[src/rtl/fetch_unit.sv]
// fetch_unit: instruction fetch front end. At most one memory request is in
// flight, and a small in-order buffer feeds the decoder. A new request is
// issued only when the buffer is guaranteed room for its response.
// Optional feature: define FETCH_MISALIGN_TRAP_EN to trap on redirect targets
// that are not word aligned; this adds the misalign_err port.
module fetch_unit #(
  parameter logic [31:0] RESET_PC   = 32'h0000_0000,
  parameter int          FIFO_DEPTH = 2
) (
  input  logic        clock,
  input  logic        rst,
  output logic        imem_req,
  output logic [31:0] imem_addr,
  input  logic        imem_ready,
  input  logic        imem_rvalid,
  input  logic [31:0] imem_rdata,
  output logic        inst_valid,
  input  logic        inst_ready,
  output logic [31:0] inst_data,
  output logic [31:0] inst_pc,
  input  logic        redirect_valid,
  input  logic [31:0] redirect_target,
  input  logic        halt
`ifdef FETCH_MISALIGN_TRAP_EN
  ,
  output logic        misalign_err
`endif
);

  localparam int PW = $clog2(FIFO_DEPTH);
  localparam int CW = $clog2(FIFO_DEPTH + 1);
  localparam logic [CW-1:0] DEPTH_C = CW'(FIFO_DEPTH);

  // S_REQ: wants to fetch (imem_req high when credit allows)
  // S_WAIT: one request outstanding, response will be buffered
  // S_DISCARD: one request outstanding, response is stale after a redirect
  // S_HALTED: terminal until reset
  typedef enum logic [1:0] {S_REQ, S_WAIT, S_DISCARD, S_HALTED} state_t;

  typedef struct packed {
    logic [31:0] pc;
    logic [31:0] data;
  } entry_t;

  state_t                  state, state_n;
  logic [31:0]             fetch_pc, pc_n, req_pc, tgt;
  entry_t [FIFO_DEPTH-1:0] fifo_q;
  logic [PW-1:0]           rd_ptr, wr_ptr;
  logic [CW-1:0]           count, count_n;
  logic                    accept, push, pop, req_n, bad_tgt;

  // imem_addr is the fetch_pc register itself, so it only moves on an
  // accept or a redirect and stays stable while a request waits.
  assign imem_addr  = fetch_pc;
  assign inst_valid = (count != '0);
  assign inst_data  = fifo_q[rd_ptr].data;
  assign inst_pc    = fifo_q[rd_ptr].pc;

  assign accept = imem_req & imem_ready;
  // Redirect outranks buffer traffic: a same-cycle response or pop is void.
  assign push   = imem_rvalid & (state == S_WAIT) & ~redirect_valid;
  assign pop    = inst_valid & inst_ready & ~redirect_valid;
  assign tgt    = redirect_target & ~32'h3;

`ifdef FETCH_MISALIGN_TRAP_EN
  assign bad_tgt = redirect_valid & (redirect_target[1:0] != 2'b00);

  // Sticky misalignment flag, cleared only by reset
  always_ff @(posedge clock or posedge rst) begin
    if (rst)          misalign_err <= 1'b0;
    else if (bad_tgt) misalign_err <= 1'b1;
  end
`else
  assign bad_tgt = 1'b0;
`endif

  // Buffer occupancy after this edge
  always_comb begin
    count_n = count;
    if (redirect_valid)     count_n = '0;
    else if (push && !pop)  count_n = count + CW'(1);
    else if (pop && !push)  count_n = count - CW'(1);
  end

  // Next state, next fetch address and next request
  always_comb begin
    state_n = state;
    pc_n    = fetch_pc;
    if (accept) pc_n = fetch_pc + 32'd4;
    case (state)
      S_REQ: begin
        if (accept)                 state_n = S_WAIT;
        else if (halt && !imem_req) state_n = S_HALTED;
      end
      S_WAIT, S_DISCARD: begin
        if (imem_rvalid) state_n = halt ? S_HALTED : S_REQ;
      end
      default: state_n = state;
    endcase
    if (bad_tgt) begin
      state_n = S_HALTED;
    end else if (redirect_valid && state != S_HALTED) begin
      pc_n = tgt;
      // A request accepted on this very edge is in flight and must be
      // discarded; a response landing on this edge closes the transaction.
      if (state == S_REQ) state_n = accept ? S_DISCARD : S_REQ;
      else                state_n = imem_rvalid ? S_REQ : S_DISCARD;
    end
    // Credit: nothing is outstanding in S_REQ, so room in the buffer is
    // enough. Halt blocks new requests but a presented one stays presented.
    req_n = (state_n == S_REQ) && (count_n < DEPTH_C) &&
            (!halt || (imem_req && !accept));
  end

  // Control registers
  always_ff @(posedge clock or posedge rst) begin
    if (rst) begin
      state    <= S_REQ;
      fetch_pc <= RESET_PC;
      req_pc   <= '0;
      imem_req <= 1'b0;
    end else begin
      state    <= state_n;
      fetch_pc <= pc_n;
      imem_req <= req_n;
      if (accept) req_pc <= fetch_pc;
    end
  end

  // Instruction buffer: circular, flushed by redirect
  always_ff @(posedge clock or posedge rst) begin
    if (rst) begin
      fifo_q <= '0;
      rd_ptr <= '0;
      wr_ptr <= '0;
      count  <= '0;
    end else begin
      count <= count_n;
      if (redirect_valid) begin
        rd_ptr <= '0;
        wr_ptr <= '0;
      end else begin
        if (push) begin
          fifo_q[wr_ptr] <= '{pc: req_pc, data: imem_rdata};
          wr_ptr         <= wr_ptr + PW'(1);
        end
        if (pop) rd_ptr <= rd_ptr + PW'(1);
      end
    end
  end

endmodule

[config.mk]
export PLATFORM = sky130hd
export DESIGN_NAME = fetch_unit
export DESIGN_NICKNAME = d
export VERILOG_FILES = /design/src/rtl/fetch_unit.sv
export SDC_FILE = /design/constraint.sdc
export NUM_CORES = 1
export LEC_CHECK = 0
export BUFFER_PORTS_ARGS = -buffer_cell sky130_fd_sc_hd__buf_2
export CORE_MARGIN = 2
export CORE_UTILIZATION = 60
export CTS_BUF_LIST = sky130_fd_sc_hd__clkbuf_8
export CTS_CLUSTER_DIAMETER = 150
export DETAILED_ROUTE_END_ITERATION = 10
export GPL_TIMING_DRIVEN = 0
export PLACE_DENSITY_LB_ADDON = 0.05
export SLEW_MARGIN = 25
export SYNTH_ARGS = -nofsm -noshare
export SYNTH_HDL_FRONTEND = slang
export SYNTH_SLANG_ARGS = --single-unit
[constraint.sdc]
create_clock -name clock -period 17.35 [get_ports clock]
set_input_delay 0.8675 -clock clock [delete_from_list [all_inputs] [get_ports clock]]
set_output_delay 0.8675 -clock clock [all_outputs]
set_load 0.01 [all_outputs]
==> results of run 1 <==
-- worst max path at each step --
stage | from | to | slack (ps) | cells past startpoint
2_1_floorplan | rst | count[0]$_DFFE_PP0P_ | 11280 | 1
3_3_place_gp | rst | fifo_q[113]$_DFFE_PP0P_ | 9610 | 2
3_5_place_dp | rd_ptr$_DFFE_PP0P_ | inst_pc[20] | 14520 | 4
4_1_cts | rd_ptr$_DFFE_PP0P_ | inst_pc[20] | 13980 | 4
5_1_grt | rd_ptr$_DFFE_PP0P_ | inst_pc[20] | 13870 | 4
6_report | rd_ptr$_DFFE_PP0P_ | inst_pc[20] | 14050 | 4
-- layout make-up --
class | count | area, um2 | share of cell area (%)
clock buffer | 17 | 234.0 | 2.289
multi-input combinational | 434 | 3687 | 36.08
inverter | 11 | 48.80 | 0.4774
buffer | 41 | 187.7 | 1.836
timing repair buffer | 164 | 868.3 | 8.495
sequential | 191 | 4780 | 46.76
tap | 180 | 225.2 | 2.203
antenna | 1 | 2.502 | 0.02448
clock inverter | 15 | 187.7 | 1.836
-- layer usage --
layer	up-vias	GRT usage (%)	part of all wire, %
met1	3103	34.23	42
met2	195	44.46	51
met3	22	5.241	5.6
met5	-	0	0
li1	2788	-	-
met4	0	6.940	1.4
-- registers in the layout, indices dropped and copies added (netlist names) --
| name | flops |
|---|---|
| imem_addr | 30 |
| count | 2 |
| imem_req | 1 |
| fifo_q | 124 |
| state | 2 |
| req_pc | 30 |
| rd_ptr | 1 |
| wr_ptr | 1 |
-- cell families after synthesis --
logic type	after synthesis
multiplexers	214
flip-flops	191
AND/OR/NAND/NOR	133
AO/OA/AOI/OAI	62
buffers and inverters	52
XOR/XNOR	16
adder cells (fa/ha/maj)	5
other	1
-- cells in the final DEF, fill, tap and decap left out, types with 3 or more instances in the layout --
master	n
xor2_1	4
inv_1	10
or3_1	5
bufinv_16	3
nor2_1	25
inv_6	3
clkinv_4	5
nand2_1	40
a31oi_1	14
nor4_1	6
dfrtp_1	191
buf_2	167
clkinvlp_4	3
o21ai_0	25
clkbuf_8	17
mux2_2	213
nor2b_1	3
nand3_1	14
o31ai_1	6
buf_4	5
ha_1	5
conb_1	4
and3_1	3
or4_1	6
clkbuf_1	18
xnor2_1	12
a211oi_1	3
clkbuf_2	3
buf_1	9
nor3_1	8
nand4_1	13
-- power by group through the flow --
stage / logic, W / clock network, W / registers (W)
detailed placement: 0.000571 / 0 / 0.000717
CTS: 0.000575 / 0.000312 / 0.000709
global placement: 0.000550 / 0 / 0.000702
floorplan: 0.000385 / 0 / 0.000690
finish: 0.000570 / 0.000306 / 0.000709
global route: 0.000620 / 0.000331 / 0.000731
-- worst max-delay path: cells and delay by family, from the launching register on --
family | cells | cell delay, ps
buffers and inverters | 3 | 1200
flip-flops | 1 | 340
multiplexers | 1 | 430
-- stage by stage --
stage | setup slack (ps) | hold WS, ps | area [um2] | cells | utilization [%]
2_1_floorplan | 11280 | 459.5 | 8691 | 677 | -
3_3_place_gp | 9611 | 480.3 | 9722 | 1018 | 69.50
3_5_place_dp | 14520 | 487.5 | 9797 | 1021 | 70.04
4_1_cts | 13980 | 332.4 | 10220 | 1053 | 73.05
5_1_grt | 13870 | 354.8 | 10220 | 1053 | 73.05
6_report | 14050 | 356.9 | 10220 | 1054 | 73.07
==> impl_metrics.py, run 1 <==
metrics = {
    "status": {
        "outcome": "complete, no violations",
    },
    "clocking": {
        "clock-sinks": 191,
        "htreeDepth": 4,
        "clkLatencyLatePin_ps": 460,
        "numCtsBuffers": 17,
        "post_cts_buffers": 0,
        "cts_buffer_depth": 2,
        "cts_tree": "done",
        "clk_pin_slew_ps": 100,
        "cts_hold_buffers": 0,
        "clockRootBuffer": "clkbuf_8",
        "cts_resized": 0,
    },
    "synth": {
        "synth_xor_area_share_pct": 1.615,
        "netlist_area_um2": 8680,
        "synth_top_area_share_pct": 55.07,
        "synth-seq-cells": 191,
        "synth_edf_count": 0,
        "synth-simple-area-share_pct": 7.669,
        "synth_fa_ha_area_share_pct": 0.7208,
        "yosysTopAreaCell": "dfrtp_1",
        "yosysWarnings": 0,
        "synth_common_cells": "213 x mux2_2, 191 x dfrtp_1, 40 x nand2_1, 25 x nor2_1, 25 x o21ai_0",
        "yosysSeqAreaShare_pct": 55.07,
        "yosysUniqueCellTypes": 44,
        "synth_compound_area_share_pct": 4.498,
        "synth_mux_area_share_pct": 27.75,
        "async_flop_share_pct": 100.0,
        "avgSynthCellArea_um2": 12.88,
        "synth_top_family_by_area": "multiplexers",
        "synthCells": 674,
        "synth.area.top_cells": "dfrtp_1 55%, mux2_2 28%, nand2_1 1.7%",
        "ys.flop_type": "dfrtp_1",
        "yosysMostFrequentCell": "mux2_2",
    },
    "pwr": {
        "p_sw_share_pct": 34.10,
        "power_frac_comb_pct": 36.0,
        "clkPwrFrac_pct": 19.3,
        "total_power_w": 0.001585,
        "p_per_area_nw_per_um2": 155.1,
        "leakagePower_nw": 4.896,
        "pwr-share-seq_pct": 44.7,
        "power.switching_w": 0.0005404,
        "power.internal_w": 0.001044,
        "peakVddDrop_mv": 0.07361,
    },
    "worst_setup_path": {
        "critPathSlowestCell": "buf_1",
        "worstPathRequired_ps": 16480,
        "cp_cell_sequence": "clkbuf_1 > buf_1 > mux2_2 > buf_2",
        "regToRegEndpoint": "fifo_q[98]$_DFFE_PP0P_",
        "worstPathArrival_ps": 2440,
        "endpoint_kind": "output pin",
        "worstRegToRegCells": 7,
        "crit_fanout": 10,
        "r2r_setup_slack_ps": 14970,
        "slowest_delay_ps": 620,
        "start_kind": "register",
        "critPathKind": "reg2out",
        "rr_startpoint": "state[1]$_DFF_PP0_",
    },
    "detailed_routing": {
        "vias": 6108,
        "first_pass_iters": 5,
        "vias_per_cell": 5.795,
        "totalWireLength_um": 19520,
        "drc": 0,
        "initialDrtViolationCount": 441,
        "wire_per_inst_um": 18.52,
        "postRouteAntennaNets": 0,
    },
    "place": {
        "place_hpwl_um": 14080,
        "io_buffers": 161,
        "globalplace.congestion": 0.8551,
    },
    "grt": {
        "grt_overflow_total": 0,
        "grt_pass1_wl_um": 32380,
        "grt_max_degree": 101,
        "antenna_found_initial": 1,
        "grt_pass1_vias": 6368,
        "track_usage_pct": 26.03,
    },
    "die": {
        "die_height_um": 124.3,
        "start_util_pct": 62.05,
        "die_area_um2": 15440,
        "num_rows": 43,
        "coreArea_um2": 13990,
        "io_pins": 169,
        "dieWidth_um": 124.3,
    },
    "timing": {
        "setup_viol": 0,
        "tightest_slew_ps": 904.7,
        "hold_viol": 0,
        "rsz0062_at_grt": "no",
        "max_freq_ghz": 0.3028,
        "fin_crit_ps": 3303,
        "relSlewSlack_pct": 39.13,
        "finalCritPeriodShare_pct": 19.04,
        "timing.final.max_slew_violations": 0,
        "finalSetupTns_ps": 0,
        "finalClockSkew_ps": 11.17,
    },
    "run": {
        "drv_cap": 0,
    },
    "final_layout": {
        "syn2layout_area_growth_pct": 17.76,
        "nNetsFinal": 936,
        "drive_gt1_share_pct": 49.26,
        "fillers": 996,
    },
    "hold_path": {
        "min_path_type": "in2async",
    },
}
Power figures use the tool's default switching activity.
==> inputs of run 2 (changes only) <==
--- a/config.mk
+++ b/config.mk
@@ -7,7 +7,7 @@
 export LEC_CHECK = 0
 export BUFFER_PORTS_ARGS = -buffer_cell sky130_fd_sc_hd__buf_2
 export CORE_MARGIN = 2
-export CORE_UTILIZATION = 60
+export CORE_UTILIZATION = 57
 export CTS_BUF_LIST = sky130_fd_sc_hd__clkbuf_8
 export CTS_CLUSTER_DIAMETER = 150
 export DETAILED_ROUTE_END_ITERATION = 10
==> constraint.sdc (replaced) <==
create_clock -name clock -period 3.3 [get_ports clock]
set_input_delay 0.165 -clock clock [delete_from_list [all_inputs] [get_ports clock]]
set_output_delay 0.165 -clock clock [all_outputs]
set_load 0.01 [all_outputs]
==> impl_metrics.py, run 2 (synthesis gave the netlist of run 1 again) <==
metrics = {
    "die": {
        "dieWidth_um": 127.4,
        "coreArea_um2": 15030,
        "io_pins": 169,
        "die_area_um2": 16230,
        "die_height_um": 127.4,
        "start_util_pct": 57.74,
        "num_rows": 45,
    },
    "clocking": {
        "clk_pin_slew_ps": 90,
        "clockRootBuffer": "clkbuf_8",
        "cts_tree": "done",
        "numCtsBuffers": 17,
        "cts_resized": 0,
        "clock-sinks": 191,
        "htreeDepth": 4,
        "cts_buffer_depth": 2,
        "clkLatencyLatePin_ps": 450,
    },
    "worst_setup_path": {
        "endpoint_kind": "output pin",
        "worstPathArrival_ps": 2410,
        "start_kind": "register",
        "critPathKind": "reg2out",
        "worstPathRequired_ps": 3130,
        "crit_fanout": 10,
    },
    "grt": {
        "grt_max_degree": 35,
        "grt_pass1_wl_um": 33400,
        "track_usage_pct": 26.13,
        "grt_pass1_vias": 6822,
        "grt_overflow_total": 0,
        "antenna_found_initial": 0,
    },
    "final_layout": {
        "fillers": 1052,
        "layout_commonest_cell": "mux2_2",
        "drive_gt1_share_pct": 45.85,
        "syn2layout_area_growth_pct": 25.31,
        "n_antenna_cell": 0,
        "multiInputGateArea_um2": 3687,
        "finalInstanceArea_um2": 10880,
        "seq_area_um2": 4780,
        "largest_register_ff_count": 124,
        "layout_common_cells": "213 x mux2_2, 191 x dfrtp_1, 167 x buf_2",
        "nNetsFinal": 1003,
        "largest_register": "fifo_q",
    },
    "place": {
        "globalplace.congestion": 0.8614,
        "io_buffers": 161,
        "place_hpwl_um": 14550,
        "place_area_um2": 9876,
    },
    "timing": {
        "finalCritPeriodShare_pct": 77.89,
        "max_freq_ghz": 0.3890,
        "hold_viol": 0,
        "timing.final.max_slew_violations": 0,
        "tightest_slew_ps": 894.8,
        "finalClockSkew_ps": 8.658,
        "rsz0062_at_grt": "no",
        "setup_viol": 0,
        "finalSetupTns_ps": 0,
        "fin_crit_ps": 2570,
        "relSlewSlack_pct": 39.79,
    },
    "status": {
        "outcome": "complete, no violations",
    },
    "pwr": {
        "peakVddDrop_mv": 0.3859,
        "p_per_area_nw_per_um2": 758.7,
        "leakagePower_nw": 5.175,
        "total_power_w": 0.008253,
    },
    "detailed_routing": {
        "drc": 0,
        "first_pass_iters": 5,
        "vias": 6384,
        "totalWireLength_um": 20570,
        "vias_per_cell": 5.660,
        "wire_per_inst_um": 18.23,
        "initialDrtViolationCount": 315,
        "postRouteAntennaNets": 0,
    },
    "run": {
        "drv_cap": 0,
    },
    "hold_path": {
        "min_path_type": "in2reg",
    },
}
==> run 2: layout make-up <==
cell class	count	area share (%)
tap	188	2.163
sequential	191	43.94
timing repair buffer	231	14.45
buffer	41	1.726
inverter	11	0.4141
multi-input combinational	434	33.90
clock buffer	20	2.531
clock inverter	12	0.8743
==> run 2: what timing repair did <==
| item | 4_1_cts | 5_1_grt |
|---|---|---|
| hold buffers | 63 | 0 |
| endpoints found under the setup margin | 0 | 0 |
| hold endpoints to repair | 115 | 0 |
| setup buffers | 0 | 0 |
==> run 2: stage by stage <==
| step | cells | hold slack (ps) | utilization [%] | setup WS (ps) |
|---|---|---|---|---|
| detailed placement | 1033 | 248.4 | 65.69 | 921.1 |
| global route | 1128 | 4.164 | 72.35 | 565.5 |
| CTS | 1128 | 0.2204 | 72.35 | 671.1 |
| finish | 1128 | 44.11 | 72.35 | 729.5 |
| floorplan | 677 | 278.8 | - | 672.6 |
| global placement | 1026 | 380.3 | 64.76 | -304.4 |
==> run 2: layer usage <==
metal | global-route usage, % | up-vias | part of all wire, %
met4 | 8.468 | 0 | 1.8
met1 | 32.20 | 3194 | 42
met3 | 5.863 | 35 | 4.9
met2 | 45.83 | 225 | 51
met5 | 0 | - | 0
li1 | - | 2930 | -
==> run 2: critical path: stages, from the launching register on <==
cell,delay (ps)
dfrtp_1,340
clkbuf_1,420
buf_1,620
mux2_2,430
buf_2,150
==> run 2: final timing paths <==
kind                                              from                         to  slack (ps)  cells past startpoint
worst max-delay path                rd_ptr$_DFFE_PP0P_                inst_pc[20]         730                      4
worst min-delay path               redirect_target[22]  imem_addr[22]$_DFFE_PP0P_          40                      3
worst max register to register      state[1]$_DFF_PP0_    fifo_q[114]$_DFFE_PP0P_         930                      7
worst min register to register  fifo_q[37]$_DFFE_PP0P_     fifo_q[37]$_DFFE_PP0P_         510                      1
max in group asynchronous                          rst     fifo_q[88]$_DFFE_PP0P_        2020                      6
min in group asynchronous                          rst     fifo_q[57]$_DFFE_PP0P_         310                      3
==> run 2: power breakdown <==
part | internal, W | switching [W]
clock network | 0.000648 | 0.000790
logic | 0.00164 | 0.00145
registers | 0.00315 | 0.000579
total | 0.00544 | 0.00282
==> inputs of run 3 (changes only) <==
--- a/config.mk
+++ b/config.mk
@@ -5,9 +5,10 @@
 export SDC_FILE = /design/constraint.sdc
 export NUM_CORES = 1
 export LEC_CHECK = 0
+export ABC_AREA = 1
 export BUFFER_PORTS_ARGS = -buffer_cell sky130_fd_sc_hd__buf_2
 export CORE_MARGIN = 2
-export CORE_UTILIZATION = 57
+export CORE_UTILIZATION = 58
 export CTS_BUF_LIST = sky130_fd_sc_hd__clkbuf_8
 export CTS_CLUSTER_DIAMETER = 150
 export DETAILED_ROUTE_END_ITERATION = 10
==> constraint.sdc (replaced) <==
create_clock -name clock -period 2.4 [get_ports clock]
set_input_delay 0.12 -clock clock [delete_from_list [all_inputs] [get_ports clock]]
set_output_delay 0.12 -clock clock [all_outputs]
set_load 0.01 [all_outputs]
==> impl_metrics.py, run 3 <==
metrics = {
    "clocking": {
        "cts_resized": 0,
        "clock-sinks": 191,
        "post_cts_buffers": 0,
        "cts_buffer_depth": 2,
        "clk_pin_slew_ps": 90,
        "cts_tree": "done",
        "cts_hold_buffers": 65,
        "numCtsBuffers": 17,
        "clockRootBuffer": "clkbuf_8",
        "htreeDepth": 4,
        "clkLatencyLatePin_ps": 470,
    },
    "place": {
        "io_buffers": 162,
        "place_area_um2": 10490,
        "place_hpwl_um": 17300,
        "dp_cells": 1585,
        "globalplace.congestion": 0.9042,
    },
    "hold_path": {
        "min_path_type": "in2reg",
    },
    "worst_setup_path": {
        "start_kind": "register",
        "r2r_setup_slack_ps": 580,
        "critPathKind": "reg2out",
        "worstPathArrival_ps": 2110,
        "worstPathRequired_ps": 2280,
        "endpoint_kind": "output pin",
        "crit_fanout": 10,
    },
    "synth": {
        "synth_top_area_share_pct": 51.76,
        "ys.flop_type": "dfrtp_1",
        "yosysMostFrequentCell": "nand2_1",
        "async_flop_share_pct": 100.0,
        "synthCells": 1197,
        "netlist_area_um2": 9234,
        "avgSynthCellArea_um2": 7.714,
        "synth-seq-cells": 191,
        "yosysUniqueCellTypes": 36,
        "synth_edf_count": 0,
        "synth.area.top_cells": "dfrtp_1 52%, nand2_1 20%, o21ai_1 5.9%",
        "yosysTopAreaCell": "dfrtp_1",
        "synth_common_cells": "487 x nand2_1, 191 x dfrtp_1, 113 x inv_1, 108 x o21ai_1, 64 x o21ai_0",
        "yosysWarnings": 0,
        "yosysSeqAreaShare_pct": 51.76,
    },
    "status": {
        "outcome": "complete, no violations",
    },
    "grt": {
        "grt_pass1_vias": 8115,
        "antenna_found_initial": 0,
        "grt_overflow_total": 0,
        "track_usage_pct": 29.72,
        "grt_pass1_wl_um": 39220,
        "grt_max_degree": 32,
    },
    "detailed_routing": {
        "first_pass_iters": 5,
        "drc": 0,
        "initialDrtViolationCount": 471,
        "vias": 8656,
        "postRouteAntennaNets": 0,
        "vias_per_cell": 5.146,
        "wire_per_inst_um": 14.43,
        "totalWireLength_um": 24270,
    },
    "final_layout": {
        "nNetsFinal": 1529,
        "syn2layout_area_growth_pct": 24.73,
        "largest_register": "fifo_q",
        "final-instance-count-excl-fill": 1682,
        "fillers": 1324,
        "layout_commonest_cell": "nand2_1",
        "layout_common_cells": "487 x nand2_1, 191 x dfrtp_1, 171 x buf_2",
        "finalInstanceArea_um2": 11520,
        "drive_gt1_share_pct": 18.14,
        "n_antenna_cell": 0,
        "largest_register_ff_count": 124,
    },
    "timing": {
        "hold_viol": 0,
        "max_freq_ghz": 0.4493,
        "finalCritPeriodShare_pct": 92.73,
        "finalClockSkew_ps": 13.17,
        "relSlewSlack_pct": 59.52,
        "rsz0062_at_grt": "no",
        "tightest_slew_ps": 607.2,
        "timing.final.max_slew_violations": 0,
        "setup_viol": 0,
        "fin_crit_ps": 2226,
    },
    "die": {
        "dieWidth_um": 130.2,
        "io_pins": 169,
        "die_height_um": 130.2,
        "start_util_pct": 58.77,
        "num_rows": 46,
        "coreArea_um2": 15710,
        "die_area_um2": 16950,
    },
    "pwr": {
        "p_per_area_nw_per_um2": 986.3,
        "peakVddDrop_mv": 0.5374,
        "leakagePower_nw": 6.001,
    },
    "run": {
        "drv_cap": 0,
    },
}
## run 3: cell count changes in the layout (fill, tap and decap cells not counted), sizes merged, moves of 9 or more
| cell | previous run | this run |
|---|---|---|
| nand2 | 40 | 500 |
| mux2 | 213 | 0 |
| o21ai | 25 | 177 |
| inv | 14 | 119 |
| nor2 | 25 | 68 |
| nand3 | 14 | 50 |
| a31oi | 14 | 0 |
| buf | 188 | 200 |
| xnor2 | 12 | 1 |
| nand4 | 14 | 5 |
## run 3: worst max-delay path, stage by stage (launching register included)
cell      delay, ps
dfrtp_1         360
clkbuf_1        230
inv_2           250
clkbuf_1        460
nand2_1         120
nand2_1          90
buf_2           120
## run 3: layout make-up
cell class / instances / area (um2) / share of cell area, %
Sequential cell: 191 / 4780 / 41.50
Multi-Input combinational cell: 834 / 3674 / 31.90
Timing Repair Buffer: 234 / 1617 / 14.04
Inverter: 116 / 439.2 / 3.813
Buffer: 59 / 356.6 / 3.096
Tap cell: 216 / 270.3 / 2.347
Clock buffer: 18 / 247.7 / 2.151
Clock inverter: 14 / 133.9 / 1.162
## run 3: path summary, 6_finish.rpt
kind / from / endpoint / cells past startpoint
min in group asynchronous: rst / state[0]$_DFF_PP0_ / 3
max: rd_ptr$_DFFE_PP0P_ / inst_data[29] / 6
min: imem_rvalid / wr_ptr$_DFFE_PP0P_ / 4
max in group asynchronous: rst / fifo_q[3]$_DFFE_PP0P_ / 8
max reg2reg: state[0]$_DFF_PP0_ / imem_addr[8]$_DFFE_PP0P_ / 8
min reg2reg: count[0]$_DFFE_PP0P_ / count[0]$_DFFE_PP0P_ / 1
## run 3: layer usage
metal	part of all wire, %	GRT usage [%]
met1	43	39.78
met2	48	49.18
met3	5.7	4.551
met4	3.0	11.57
met5	0	0
## run 3: logic make-up after synthesis
family	Yosys count	synth area share, %
adders and majority gates	5	0.6775
xor gates and xnor gates	2	0.1897
DFF	191	51.76
buffers and inverters	175	8.577
AOI/OAI and AO/OA	194	11.02
and+or+nand+nor	629	27.74
other	1	0.04061
## run 3: metrics by stage
step / worst slack (ps) / util (%) / hold WS, ps / TNS (ps) / total power (W)
2_1_floorplan: -182.4 / - / 241.0 / -34850 / 0.007678
3_3_place_gp: -1345 / 65.74 / 336.6 / -253280 / 0.009071
3_5_place_dp: 601.2 / 66.73 / 50.11 / 0 / 0.009239
4_1_cts: 149.1 / 73.30 / 33.93 / 0 / 0.01136
5_1_grt: 18.04 / 73.30 / 76.55 / 0 / 0.01224
6_report: 174.5 / 73.30 / 47.55 / 0 / 0.01136
## run 3: where the power goes
part / internal (W) / switching (W)
logic: 0.00163 / 0.00255
registers: 0.00435 / 0.000773
clock network: 0.000862 / 0.00119
total: 0.00684 / 0.00452
